$ cat src/rtl/if_fetch_pkg.sv
// rtl/if_fetch_pkg.sv - shared types and constants for the instruction fetch stage
package if_fetch_pkg;

  typedef enum logic {
    S_REQ  = 1'b0,
    S_WAIT = 1'b1
  } fetch_state_t;

  localparam logic [31:0] NOP     = 32'h0000_0013;
  localparam int          PC_STEP = 4;

endpackage

$ cat src/rtl/if_pc_gen.sv
// rtl/if_pc_gen.sv - fetch program counter with sequential increment and redirect mux
module if_pc_gen
  import if_fetch_pkg::*;
#(
  parameter int               WIDTH    = 32,
  parameter logic [WIDTH-1:0] RESET_PC = 32'h0000_0000
) (
  input  logic             i_clk,
  input  logic             i_rst,
  input  logic             i_advance,
  input  logic             i_redirect,
  input  logic [WIDTH-1:0] i_redirect_pc,
  output logic [WIDTH-1:0] o_fetch_pc
);

  localparam logic [WIDTH-1:0] STEP = WIDTH'(PC_STEP);

  // Redirect wins over the sequential step; the add wraps naturally at 2^WIDTH.
  always_ff @(posedge i_clk or negedge i_rst) begin
    if (!i_rst) begin
      o_fetch_pc <= RESET_PC;
    end else if (i_redirect) begin
      o_fetch_pc <= i_redirect_pc;
    end else if (i_advance) begin
      o_fetch_pc <= o_fetch_pc + STEP;
    end
  end

endmodule

$ cat src/rtl/if_fetch.sv
// rtl/if_fetch.sv - single-outstanding instruction fetch stage feeding the IF/ID register
module if_fetch
  import if_fetch_pkg::*;
#(
  parameter int               WIDTH    = 32,
  parameter logic [WIDTH-1:0] RESET_PC = 32'h0000_0000
) (
  input  logic             i_clk,
  input  logic             i_rst,
  input  logic             i_stall,
  input  logic             i_redirect,
  input  logic [WIDTH-1:0] i_redirect_pc,
  output logic             o_imem_req,
  output logic [WIDTH-1:0] o_imem_addr,
  input  logic             i_imem_ready,
  input  logic             i_imem_rvalid,
  input  logic [WIDTH-1:0] i_imem_rdata,
  output logic [WIDTH-1:0] o_inst,
  output logic [WIDTH-1:0] o_pc,
  output logic             o_valid
);

  localparam logic [WIDTH-1:0] NOP_W = WIDTH'(NOP);

  fetch_state_t     state;
  logic             kill;
  logic [WIDTH-1:0] fetch_pc;
  logic [WIDTH-1:0] inflight_pc;
  logic             slot_free;
  logic             handshake;
  logic             response;

  // A request is only worth issuing when the output slot will be empty by the time
  // its response lands, so an occupied stalled slot blocks issue. Reset holds it low.
  assign slot_free   = !o_valid || !i_stall;
  assign o_imem_req  = i_rst && (state == S_REQ) && slot_free;
  assign o_imem_addr = fetch_pc;
  assign handshake   = o_imem_req && i_imem_ready;
  assign response    = (state == S_WAIT) && i_imem_rvalid;

  if_pc_gen #(
    .WIDTH    (WIDTH),
    .RESET_PC (RESET_PC)
  ) u_pc_gen (
    .i_clk         (i_clk),
    .i_rst         (i_rst),
    .i_advance     (handshake),
    .i_redirect    (i_redirect),
    .i_redirect_pc (i_redirect_pc),
    .o_fetch_pc    (fetch_pc)
  );

  // Request/wait sequencing, stale-response kill tracking and the IF/ID output slot.
  always_ff @(posedge i_clk or negedge i_rst) begin
    if (!i_rst) begin
      state       <= S_REQ;
      kill        <= 1'b0;
      inflight_pc <= '0;
      o_valid     <= 1'b0;
      o_inst      <= NOP_W;
      o_pc        <= '0;
    end else begin
      case (state)
        S_REQ: begin
          if (handshake) begin
            state       <= S_WAIT;
            inflight_pc <= fetch_pc;
            // A redirect in the issue cycle makes the just-issued fetch stale.
            kill        <= i_redirect;
          end
        end
        S_WAIT: begin
          if (i_imem_rvalid) begin
            state <= S_REQ;
            kill  <= 1'b0;
          end else if (i_redirect) begin
            kill  <= 1'b1;
          end
        end
        default: begin
          state <= S_REQ;
        end
      endcase

      if (i_redirect) begin
        o_valid <= 1'b0;
        o_inst  <= NOP_W;
      end else if (response && !kill) begin
        o_valid <= 1'b1;
        o_inst  <= i_imem_rdata;
        o_pc    <= inflight_pc;
      end else if (o_valid && !i_stall) begin
        o_valid <= 1'b0;
      end
    end
  end

endmodule

$ cat config.mk
export PLATFORM = sky130hd
export DESIGN_NAME = if_fetch
export DESIGN_NICKNAME = d
export VERILOG_FILES = /design/src/rtl/if_fetch_pkg.sv /design/src/rtl/if_pc_gen.sv /design/src/rtl/if_fetch.sv
export SDC_FILE = /design/constraint.sdc
export NUM_CORES = 1
export LEC_CHECK = 0
export CORE_ASPECT_RATIO = 1.5
export CORE_MARGIN = 5
export CORE_UTILIZATION = 30
export CTS_CLUSTER_SIZE = 20
export DETAILED_ROUTE_END_ITERATION = 8
export PLACE_DENSITY = 0.61
export SLEW_MARGIN = 15
export SYNTH_ARGS = -nofsm -noshare
export SYNTH_HDL_FRONTEND = slang
export SYNTH_HIERARCHICAL = 1
export SYNTH_SLANG_ARGS = --single-unit
$ cat constraint.sdc
create_clock -name i_clk -period 6.9 [get_ports i_clk]
set_clock_uncertainty 0.1 [all_clocks]
set_input_delay 1.035 -clock i_clk [delete_from_list [all_inputs] [get_ports i_clk]]
set_output_delay 1.035 -clock i_clk [all_outputs]
set_load 0.05 [all_outputs]
Yosys cells after proc, flatten, opt, wreduce, memory -nomap -nowiden
Index checks and enable logic that the tools add are counted.
{"block": "classes", "reduce_logical": 16, "multipliers": 0, "add_sub_neg": 1, "muxes": 14, "shift": 0, "bitwise_logic": 2, "div_mod_pow": 0, "eq_ne": 2, "order_cmp": 0}
{"operator": "32-bit 2-to-1 mux", "n": 4}
{"operator": "32-bit by 3-bit adder with 32-bit output, second input constant", "n": 1}
{"operator": "1-bit 2-to-1 mux", "n": 8}
{"operator": "1-bit logical AND", "n": 6}
{"operator": "2-bit AND reduction", "n": 3}
{"operator": "1-bit one-hot mux with 2 select lines", "n": 2}
{"operator": "2-bit nonzero test", "n": 2}
{"operator": "1-bit logical NOT", "n": 3}
{"operator": "3-bit != test, second input constant", "n": 1}
{"operator": "3-bit nonzero test", "n": 1}
{"operator": "2-bit != test, second input constant", "n": 1}
{"operator": "1-bit NOT", "n": 2}
{"operator": "1-bit logical OR", "n": 1}
{"block": "totals", "mem_count": 0, "mem_bits_ro": 0, "latch_bits": 0, "ramBits": 0, "elab_cells": 42, "input_bits": 70, "regBits": 131}

Longest topological paths before layout
Gate-level depths: netlist (run 1).
{"block": "logic_depth", "ltp_word": 6, "depth_mapped": 11, "mapped_depth_nobuf": 7}

Cells and area by module
The synthesis (run 1) kept the hierarchy.
{"module": "if_fetch", "cells_each": 222, "seq_area_each_um2": 2481.1, "n_inst": 1, "area_each_um2": 3679.8}
{"module": "if_pc_gen", "cells_each": 200, "seq_area_each_um2": 800.8, "n_inst": 1, "area_each_um2": 1820.5}

Worst setup path after synthesis (run 1)
OpenSTA, ideal clock, no wires.
{"block": "synth_timing", "kind": "in2reg", "from": "input port i_stall", "to": "register u_pc_gen.o_fetch_pc[29]", "stages": 10, "n_path_buf": 3, "t_arrival_ps": 3215, "t_required_ps": 6718, "setup_ps": 82, "path_slack_ps": 3503, "path_cell_list": "nand2_1 -> nand4_2 -> buf_2 -> inv_1 -> buf_6 -> nand4_2 -> buf_6 -> or4b_4 -> or4_1 -> a31oi_1"}
{"block": "synth_via", "elab_chain_len": 5}
{"item": "start: declaration", "line_no": "if_fetch.sv:10", "rtl": "input logic i_stall,"}
{"item": "1-bit logical NOT", "line_no": "if_fetch.sv:35", "rtl": "assign slot_free = !o_valid || !i_stall;"}
{"item": "1-bit logical OR", "line_no": "if_fetch.sv:35"}
{"item": "1-bit logical AND", "line_no": "if_fetch.sv:36", "rtl": "assign o_imem_req = i_rst && (state == S_REQ) && slot_free;"}
{"item": "1-bit logical AND", "line_no": "if_fetch.sv:38", "rtl": "assign handshake = o_imem_req && i_imem_ready;"}
{"item": "via handshake", "line_no": "if_fetch.sv:30", "rtl": "logic handshake;"}
{"item": "2-bit nonzero test (no line)"}
{"item": "end signal: assignment", "line_no": "if_pc_gen.sv:23", "rtl": "o_fetch_pc <= i_redirect_pc;"}
{"item": "end signal: assignment", "line_no": "if_pc_gen.sv:25", "rtl": "o_fetch_pc <= o_fetch_pc + STEP;"}
{"item": "end: declaration", "line_no": "if_pc_gen.sv:13", "rtl": "output logic [WIDTH-1:0] o_fetch_pc"}
The timed path passes the listed nets, and every way through them passes these cells.
A chain may end at the register's enable or synchronous reset.

Final worst setup path (run 1)
{"block": "layout_timing", "from": "input port i_stall", "to": "register u_pc_gen.o_fetch_pc[21]"}
The elaborated chain is that of the path after synthesis.

==> results of run 1 <==
-- critical path: cells and delay by family --
family / cells / cell delay, ns
compound gates: 1 / 0.20
buf+inv: 3 / 0.99
simple gates: 5 / 1.71
-- cells by family (layout without fill, tap and decap cells) --
family	Yosys count	count (layout)	synth area share [%]
AO/OA/AOI/OAI	82	82	11.0
multiplexers	67	67	13.7
XOR/XNOR	15	15	2.39
AND/OR/NAND/NOR	96	96	10.0
buffers and inverters	30	208	3.05
flip-flops	131	131	59.7
adder cells (fa/ha/maj)	1	1	0.227
-- power by group through the flow --
stage | Combinational, mW | Clock (mW) | Sequential, mW
after floorplan | 0.202 | 0 | 1.47
after global placement | 0.966 | 0 | 1.06
after detailed placement | 0.976 | 0 | 1.07
after CTS | 0.979 | 0.897 | 1.06
after global routing | 1.01 | 0.927 | 1.08
final | 0.966 | 0.865 | 1.05
-- registers in the layout, indices dropped and copies added (netlist names) --
register	flops
kill	1
inflight_pc	32
state	1
o_valid	1
o_inst	32
o_pc	32
u_pc_gen/o_fetch_pc	32
-- through the flow --
stage / power, mW / std cells
CTS: 2.93 / 817
finish: 2.89 / 817
global placement: 2.03 / 786
global route: 3.02 / 817
detailed placement: 2.05 / 786
floorplan: 1.67 / 422
-- cells in the final DEF, fill, tap and decap left out, types with 3 or more instances in the layout --
| cell | netlist | layout |
|---|---|---|
| clkdlybuf4s50_1 | 0 | 166 |
| dfrtp_1 | 128 | 128 |
| mux2_2 | 62 | 62 |
| a22o_1 | 29 | 29 |
| nand2_1 | 26 | 26 |
| o21ai_0 | 19 | 19 |
| clkbuf_16 | 0 | 17 |
| nor2_1 | 14 | 14 |
| a31oi_1 | 13 | 13 |
| o31ai_1 | 12 | 12 |
| or4_1 | 12 | 12 |
| nand3_1 | 9 | 9 |
| xnor2_1 | 9 | 9 |
| nand4_1 | 7 | 7 |
| and4_1 | 6 | 6 |
| xor2_1 | 6 | 6 |
| inv_1 | 5 | 5 |
| clkinv_2 | 0 | 5 |
| mux2_1 | 4 | 4 |
| buf_4 | 0 | 4 |
| nor3_1 | 4 | 4 |
| nor4_1 | 4 | 4 |
| nand4_2 | 3 | 3 |
| or3_1 | 3 | 3 |
| o22a_1 | 3 | 3 |
| dfstp_2 | 3 | 3 |
-- final cells by class --
cell class	count	area, um^2
timing repair buffer	171	1700
inverter	6	22.5
fill	1756	10100
sequential	131	3280
multi-input combinational	261	2050
tap	217	272
clock buffer	21	460
clock inverter	10	109
-- how the worst min path moves through the flow --
stage                                 to  slack, ns  cells after the start
floorplan           o_pc[27]$_DFFE_PN0P_       0.36                      1
global placement    o_pc[27]$_DFFE_PN0P_       0.37                      1
detailed placement   o_pc[5]$_DFFE_PN0P_       0.38                      1
CTS                  o_pc[5]$_DFFE_PN0P_       0.39                      1
global route        o_pc[11]$_DFFE_PN0P_       0.41                      1
finish               o_pc[5]$_DFFE_PN0P_       0.39                      1
-- routing by layer --
metal / vias up / routed length (um) / GRT usage [%]
met1: 2013 / 6180 / 16.5
met2: 118 / 7340 / 24.2
met5: - / 0 / 0
li1: 1911 / - / -
met3: 15 / 845 / 4.64
met4: 0 / 240 / 4.58
==> flow_metrics.py, run 1 <==
metrics = {
    "grt": {
        "grt_max_degree": 80,
        "grt-ovfl-total": 0,
        "antenna_found_initial": 0,
        "track_usage_pct": 14.1,
        "grt_pass1_wl_um": 23500,
        "grt_pass1_vias": 4427,
    },
    "worst_setup_path": {
        "worstPathMaxFanout": 35,
        "crit_path_end_kind": "register",
        "required_ns": 7.11,
        "reg2reg_to": "u_pc_gen/o_fetch_pc[21]$_DFFE_PN0N_",
        "timing.rr.start": "o_valid$_DFFE_PN0P_",
        "path_class": "input port to register",
        "reg2regPathDepth": 8,
        "cp_slowest_cell": "or3_1",
        "endpoint": "u_pc_gen/o_fetch_pc[21]$_DFFE_PN0N_",
        "path_cells": "clkdlybuf4s50_1, nand2_1, nand4_2, buf_4, inv_1, nand4_2, or3_1, or4_1, a31oi_1",
        "path_common_cell": "nand4_2",
        "r2r_slack_ns": 3.83,
        "crit_start": "i_stall",
        "slowest_delay_ns": 0.61,
        "cp-start-kind": "input port",
        "worstPathArrival_ns": 3.96,
    },
    "sta": {
        "maxClockFrequency_mhz": 267,
        "hold_slack_ns": 0.387,
        "finalCritPeriodShare_pct": 54.3,
        "tightest_slew_ns": 1.01,
        "layout_setup_ws_ns": 3.15,
        "finalCriticalPeriod_ns": 3.75,
        "rsz0062_at_grt": "no",
        "setup_viol": 0,
        "setup_tns_ns": 0,
        "timing.final.hold_violations": 0,
        "slew_viol_final": 0,
        "slew_headroom_pct": 32.9,
    },
    "synthesis": {
        "synthTopCellsByArea": "dfrtp_1 58%, mux2_2 13%, a22o_1 4.6%",
        "synthCells": 422,
        "ys_ff_latch": 131,
        "synth.avg_cell_area_um2": 13.0,
        "syn-num-nets": 493,
        "synth_warnings": 6,
        "synth-seq-area-share_pct": 59.7,
        "synth-edff-count": 0,
        "syn_area_um2": 5500,
        "synth.largest_area_cell": "dfrtp_1",
        "synth_top_area_share_pct": 58.2,
        "synthTopCellsByCount": "128 x dfrtp_1, 62 x mux2_2, 29 x a22o_1, 26 x nand2_1, 19 x o21ai_0",
        "async_reset_ff_share_pct": 100,
        "yosysMostFrequentCell": "dfrtp_1",
        "synthFlopType": "dfrtp_1",
        "ys_types": 40,
    },
    "layout": {
        "fin_area_um2": 7900,
        "insertedDiodeCount": 0,
        "finish.utilization_pct": 43.8,
        "drive_gt1_share_pct": 17.8,
        "layout.nets": 659,
        "syn_to_final_growth_pct": 43.6,
    },
    "min_path": {
        "min_from": "inflight_pc[5]$_DFFE_PN0P_",
        "hp-class": "register to register",
    },
    "placed_design": {
        "place_congestion": 0.767,
        "io_buffer_count": 167,
        "dpl_cell_area_um2": 7330,
        "place_ws_ns": 2.75,
        "place_hpwl_um": 10300,
    },
    "power_and_ir_drop": {
        "p_int_mw": 1.86,
        "pwr-share-comb_pct": 33.5,
        "ir_drop_mv": 0.197,
        "leakagePower_nw": 3.21,
        "power_density_nw_per_um2": 365,
        "p_sw_mw": 1.03,
        "power_frac_seq_pct": 36.5,
        "pwr-share-clk_pct": 30.0,
        "switching_share_pct": 35.5,
    },
    "routing": {
        "drtIter0Drc": 136,
        "first_pass_iters": 4,
        "route.detailed.drc": 0,
        "finalWirelength_um": 14600,
        "routedWlPerCell_um": 17.9,
        "via_per_inst": 4.97,
        "drtAntennaViolNets": 0,
        "vias": 4057,
    },
    "cts": {
        "worst_skew_pair.late_latency_ns": 0.40,
        "cts.path.max_buffers": 2,
        "h-tree-depth": 4,
        "cts_tree": "done",
        "postCtsSetupBuffers": 0,
        "cts.clk_slew.worst_paths_ns": 0.06,
        "root_buffer": "clkbuf_16",
        "postCtsHoldBufs": 0,
        "cts_sinks": 131,
        "cts_made_buffers": 17,
        "post_cts_resized": 0,
    },
    "floorplan": {
        "core_area_um2": 18000,
        "floorplan.initialDensity_pct": 30.5,
        "die_area_um2": 21200,
        "fp.dieW_um": 121,
        "io_pins": 168,
        "row_count": 60,
        "die_h_um": 176,
    },
    "flow_run": {
        "cap_viol_max_count": 0,
    },
    "status": {
        "status": "finished clean",
    },
}
Power figures use the tool's default switching activity.
==> run 2, diff against run 1 <==
- clock period: 6.9 -> 3.89 ns (I/O delays scaled with it)
==> run 2 against run 1 <==
- utilization fell by 0.16 points
- critical path type unchanged
- clock power rose by 64%
- flip-flop and latch count did not move
- setup slack got worse by 2.2 ns
==> flow_metrics.py, run 2 (synthesis gave the netlist of run 1 again) <==
metrics = {
    "floorplan": {
        "core_area_um2": 18000,
        "floorplan.initialDensity_pct": 30.5,
        "io_pins": 168,
        "die_h_um": 176,
        "die_area_um2": 21200,
        "fp.dieW_um": 121,
        "row_count": 60,
    },
    "sta": {
        "slew_headroom_pct": 37.9,
        "layout_setup_ws_ns": 0.912,
        "tightest_slew_ns": 0.931,
        "timing.final.hold_violations": 0,
        "hold_slack_ns": 0.258,
        "maxClockFrequency_mhz": 336,
        "setup_viol": 0,
        "rsz0062_at_grt": "no",
        "slew_viol_final": 0,
        "setup_tns_ns": 0,
        "finalCriticalPeriod_ns": 2.98,
        "finalCritPeriodShare_pct": 76.6,
    },
    "layout": {
        "layout.nets": 662,
        "final_cell_mix": "166 x clkdlybuf4s50_1, 128 x dfrtp_1, 62 x mux2_2",
        "insertedDiodeCount": 0,
        "drive_gt1_share_pct": 17.6,
        "syn_to_final_growth_pct": 43.1,
        "final_cells": 819,
        "fin_area_um2": 7870,
        "finish.utilization_pct": 43.7,
        "layout_commonest_cell": "clkdlybuf4s50_1",
    },
    "grt": {
        "track_usage_pct": 14.4,
        "antenna_found_initial": 0,
        "grt-ovfl-total": 0,
        "grt_pass1_wl_um": 23900,
        "grt_pass1_vias": 4462,
        "grt_max_degree": 74,
    },
    "worst_setup_path": {
        "reg2reg_to": "u_pc_gen/o_fetch_pc[29]$_DFFE_PN0N_",
        "path_class": "input port to register",
        "crit_path_end_kind": "register",
        "timing.rr.start": "o_valid$_DFFE_PN0P_",
        "r2r_slack_ns": 1.11,
        "required_ns": 4.10,
        "worstPathMaxFanout": 11,
        "reg2regPathDepth": 7,
        "cp-start-kind": "input port",
        "worstPathArrival_ns": 3.19,
    },
    "routing": {
        "drtAntennaViolNets": 0,
        "first_pass_iters": 4,
        "route.detailed.drc": 0,
        "routedWlPerCell_um": 17.9,
        "finalWirelength_um": 14700,
        "via_per_inst": 4.95,
        "vias": 4054,
        "drtIter0Drc": 140,
    },
    "cts": {
        "worst_skew_pair.late_latency_ns": 0.40,
        "cts.clk_slew.worst_paths_ns": 0.06,
        "cts.path.max_buffers": 2,
        "post_cts_resized": 0,
        "postCtsSetupBuffers": 0,
        "root_buffer": "clkbuf_16",
        "postCtsHoldBufs": 0,
        "cts_made_buffers": 17,
        "h-tree-depth": 4,
        "cts_sinks": 131,
        "cts_tree": "done",
    },
    "power_and_ir_drop": {
        "total_power_mw": 5.01,
        "ir_drop_mv": 0.353,
        "leakagePower_nw": 3.20,
        "power_density_nw_per_um2": 636,
    },
    "placed_design": {
        "place_congestion": 0.736,
        "place_ws_ns": 0.507,
        "io_buffer_count": 167,
        "dpl_cell_area_um2": 7350,
        "place_hpwl_um": 10600,
        "place_inst": 789,
    },
    "flow_run": {
        "cap_viol_max_count": 0,
    },
    "min_path": {
        "hp-class": "input port to async pin",
    },
    "status": {
        "status": "finished clean",
    },
}
## run 2: critical path, stage by stage
cell and delay [ns]:
clkdlybuf4s50_1 0.40, nand2_1 0.14, nand4_2 0.15, inv_1 0.25, nand4_2 0.32, or4b_4 0.65, or4_1 0.52, a31oi_1 0.18
## run 2: final cells by class
cell class | instances | area, um^2
Multi-Input combinational cell | 261 | 2050
Timing Repair Buffer | 174 | 1730
Tap cell | 217 | 272
Fill cell | 1740 | 10100
Inverter | 6 | 22.5
Sequential cell | 131 | 3280
Clock buffer | 23 | 458
Clock inverter | 7 | 60.1
## run 2: metal layers
layer	routed length, um	GRT usage, %
met4	170	5.10
met5	0	0
met1	5850	16.0
met2	7610	25.1
met3	1050	5.25
## run 2: where the power goes
group | internal [mW] | switching, mW | total, mW
clock | 0.880 | 0.540 | 1.42
sequential | 1.67 | 0.198 | 1.87
combinational | 0.658 | 1.06 | 1.71
total | 3.21 | 1.79 | 5.01
## run 2: worst max-delay path by stage
stage | startpoint | to | slack (ns) | depth (start not counted)
floorplan | o_valid$_DFFE_PN0P_ | u_pc_gen/o_fetch_pc[29]$_DFFE_PN0N_ | 0.88 | 10
global placement | i_stall | u_pc_gen/o_fetch_pc[27]$_DFFE_PN0N_ | 0.61 | 8
detailed placement | i_stall | u_pc_gen/o_fetch_pc[29]$_DFFE_PN0N_ | 0.51 | 8
CTS | i_stall | u_pc_gen/o_fetch_pc[29]$_DFFE_PN0N_ | 0.94 | 8
global route | i_stall | u_pc_gen/o_fetch_pc[31]$_DFFE_PN0N_ | 0.74 | 8
finish | i_stall | u_pc_gen/o_fetch_pc[29]$_DFFE_PN0N_ | 0.91 | 8
==> run 3, diff against run 2 <==
- PLACE_DENSITY: 0.61 -> 0.63
- clock period: 3.89 -> 2.45 ns (I/O delays scaled with it)
==> run 3 against run 2 <==
- the flow now finishes with violations (hold timing)
- final area rose by 3.3%
- sequential share of layout area fell by 1.3 points
- total power rose by 62%
- combinational power rose by 63%
- sequential power rose by 58%
- register-to-register slack got worse by 0.93 ns
- global-route usage fell by 0.29 points
- critical path type is now register to register
- largest cell class unchanged
- largest power group unchanged
==> flow_metrics.py, run 3 (synthesis gave the netlist of run 1 again) <==
metrics = {
    "power_and_ir_drop": {
        "pwr-share-comb_pct": 34.2,
        "p_sw_mw": 2.94,
        "ir_drop_mv": 0.566,
        "pwr-share-clk_pct": 29.4,
        "power_density_nw_per_um2": 999,
        "p_int_mw": 5.18,
        "switching_share_pct": 36.2,
        "power_frac_seq_pct": 36.4,
        "leakagePower_nw": 3.31,
    },
    "sta": {
        "finalCritPeriodShare_pct": 92.6,
        "setup_viol": 0,
        "hold_slack_ns": -0.00113,
        "slew_viol_final": 0,
        "timing.final.hold_violations": 1,
        "finalCriticalPeriod_ns": 2.27,
        "rsz0062_at_grt": "no",
        "maxClockFrequency_mhz": 441,
        "slew_headroom_pct": 54.4,
        "layout_setup_ws_ns": 0.182,
        "tightest_slew_ns": 0.684,
    },
    "floorplan": {
        "fp.dieW_um": 121,
        "core_area_um2": 18000,
        "die_area_um2": 21200,
        "row_count": 60,
        "floorplan.initialDensity_pct": 30.5,
        "die_h_um": 176,
        "io_pins": 168,
    },
    "placed_design": {
        "io_buffer_count": 167,
        "place_hpwl_um": 10400,
        "place_congestion": 0.733,
        "place_ws_ns": -0.213,
    },
    "layout": {
        "layout_commonest_cell": "clkdlybuf4s50_1",
        "fillers": 1693,
        "syn_to_final_growth_pct": 47.8,
        "layout.nets": 678,
        "drive_gt1_share_pct": 21.5,
        "insertedDiodeCount": 0,
        "final_cell_mix": "165 x clkdlybuf4s50_1, 127 x dfrtp_1, 62 x mux2_2",
    },
    "cts": {
        "postCtsSetupBuffers": 0,
        "postCtsHoldBufs": 0,
        "cts.clk_slew.worst_paths_ns": 0.06,
        "h-tree-depth": 4,
        "root_buffer": "clkbuf_16",
        "cts_made_buffers": 17,
        "cts.path.max_buffers": 2,
        "cts_sinks": 131,
        "cts_tree": "done",
        "worst_skew_pair.late_latency_ns": 0.41,
        "post_cts_resized": 0,
    },
    "worst_setup_path": {
        "r2r_slack_ns": 0.18,
        "required_ns": 2.68,
        "path_class": "register to register",
        "timing.rr.start": "u_pc_gen/o_fetch_pc[2]$_DFFE_PN0N_",
        "worstPathArrival_ns": 2.50,
        "crit_path_end_kind": "register",
        "worstPathMaxFanout": 9,
        "reg2reg_to": "u_pc_gen/o_fetch_pc[23]$_DFFE_PN0N_",
        "reg2regPathDepth": 4,
        "cp-start-kind": "register",
    },
    "flow_run": {
        "cap_viol_max_count": 0,
    },
    "status": {
        "status": "finished with violations",
        "violations": "hold timing",
    },
    "routing": {
        "via_per_inst": 4.92,
        "finalWirelength_um": 14700,
        "drtIter0Drc": 184,
        "drtAntennaViolNets": 0,
        "first_pass_iters": 6,
        "vias": 4116,
        "route.detailed.drc": 0,
        "routedWlPerCell_um": 17.5,
    },
    "grt": {
        "grt_pass1_vias": 4480,
        "track_usage_pct": 14.1,
        "grt_pass1_wl_um": 23300,
        "antenna_found_initial": 0,
        "grt_max_degree": 134,
        "grt-ovfl-total": 0,
    },
    "min_path": {
        "hp-class": "input port to async pin",
    },
}
==> run 3: cell types whose count changed in the layout (fill, tap and decap cells not counted), moves of 2 or more <==
cell	change
clkbuf_1	-4
nand4_4	+2
buf_12	+5
buf_4	+12
clkinvlp_4	+3
clkinv_2	-2
clkinv_4	+3
nand4_2	-2
==> run 3: layer usage <==
| layer | up-vias | track usage [%] | share of wire, % | routed length [um] |
|---|---|---|---|---|
| li1 | 1945 | - | - | - |
| met1 | 2028 | 16.0 | 41 | 5980 |
| met2 | 130 | 24.4 | 51 | 7480 |
| met3 | 13 | 5.06 | 6.6 | 961 |
| met4 | 0 | 4.96 | 1.6 | 233 |
| met5 | - | 0 | 0 | 0 |
==> run 3: cell type report <==
type | count | area (um^2) | share of cell area [%]
timing repair buffer | 190 | 1910 | 23.4
multi-input combinational | 261 | 2080 | 25.6
inverter | 6 | 22.5 | 0.277
clock inverter | 12 | 108 | 1.32
sequential | 131 | 3280 | 40.4
tap | 217 | 272 | 3.34
clock buffer | 20 | 457 | 5.62
==> run 3: worst max-delay path, cell delays in order (launching register included) <==
cell	delay (ns)
dfrtp_1	0.49
nand4_1	0.32
or3_1	0.57
or4_1	0.53
a31oi_1	0.18
==> run 3: per-stage QoR <==
step	TNS, ns	util (%)	power (mW)	std cells	cell area, um^2
after floorplan	-1.05	-	4.71	422	5550
after CTS	0	45.1	8.25	837	8130
after global placement	-0.997	42.0	5.75	805	7560
final	0	45.1	8.12	837	8130
after global routing	0	45.1	8.49	837	8130
after detailed placement	-1.61	42.0	5.81	805	7560
==> run 3: power groups by stage <==
stage / clock network, mW / logic, mW / registers [mW]
2_1_floorplan: 0 / 0.572 / 4.14
3_3_place_gp: 0 / 2.78 / 2.97
3_5_place_dp: 0 / 2.81 / 3.00
4_1_cts: 2.47 / 2.81 / 2.97
5_1_grt: 2.56 / 2.90 / 3.03
6_report: 2.38 / 2.78 / 2.96
==> run 3: worst max-delay path by stage <==
stage          slack (ns)                               start                                   to
3_3_place_gp        -0.15                             i_stall  u_pc_gen/o_fetch_pc[29]$_DFFE_PN0N_
4_1_cts              0.15  u_pc_gen/o_fetch_pc[2]$_DFFE_PN0N_  u_pc_gen/o_fetch_pc[23]$_DFFE_PN0N_
5_1_grt              0.05  u_pc_gen/o_fetch_pc[2]$_DFFE_PN0N_  u_pc_gen/o_fetch_pc[19]$_DFFE_PN0N_
2_1_floorplan       -0.19                 o_valid$_DFFE_PN0P_  u_pc_gen/o_fetch_pc[27]$_DFFE_PN0N_
3_5_place_dp        -0.21                        i_imem_ready  u_pc_gen/o_fetch_pc[29]$_DFFE_PN0N_
6_report             0.18  u_pc_gen/o_fetch_pc[2]$_DFFE_PN0N_  u_pc_gen/o_fetch_pc[23]$_DFFE_PN0N_
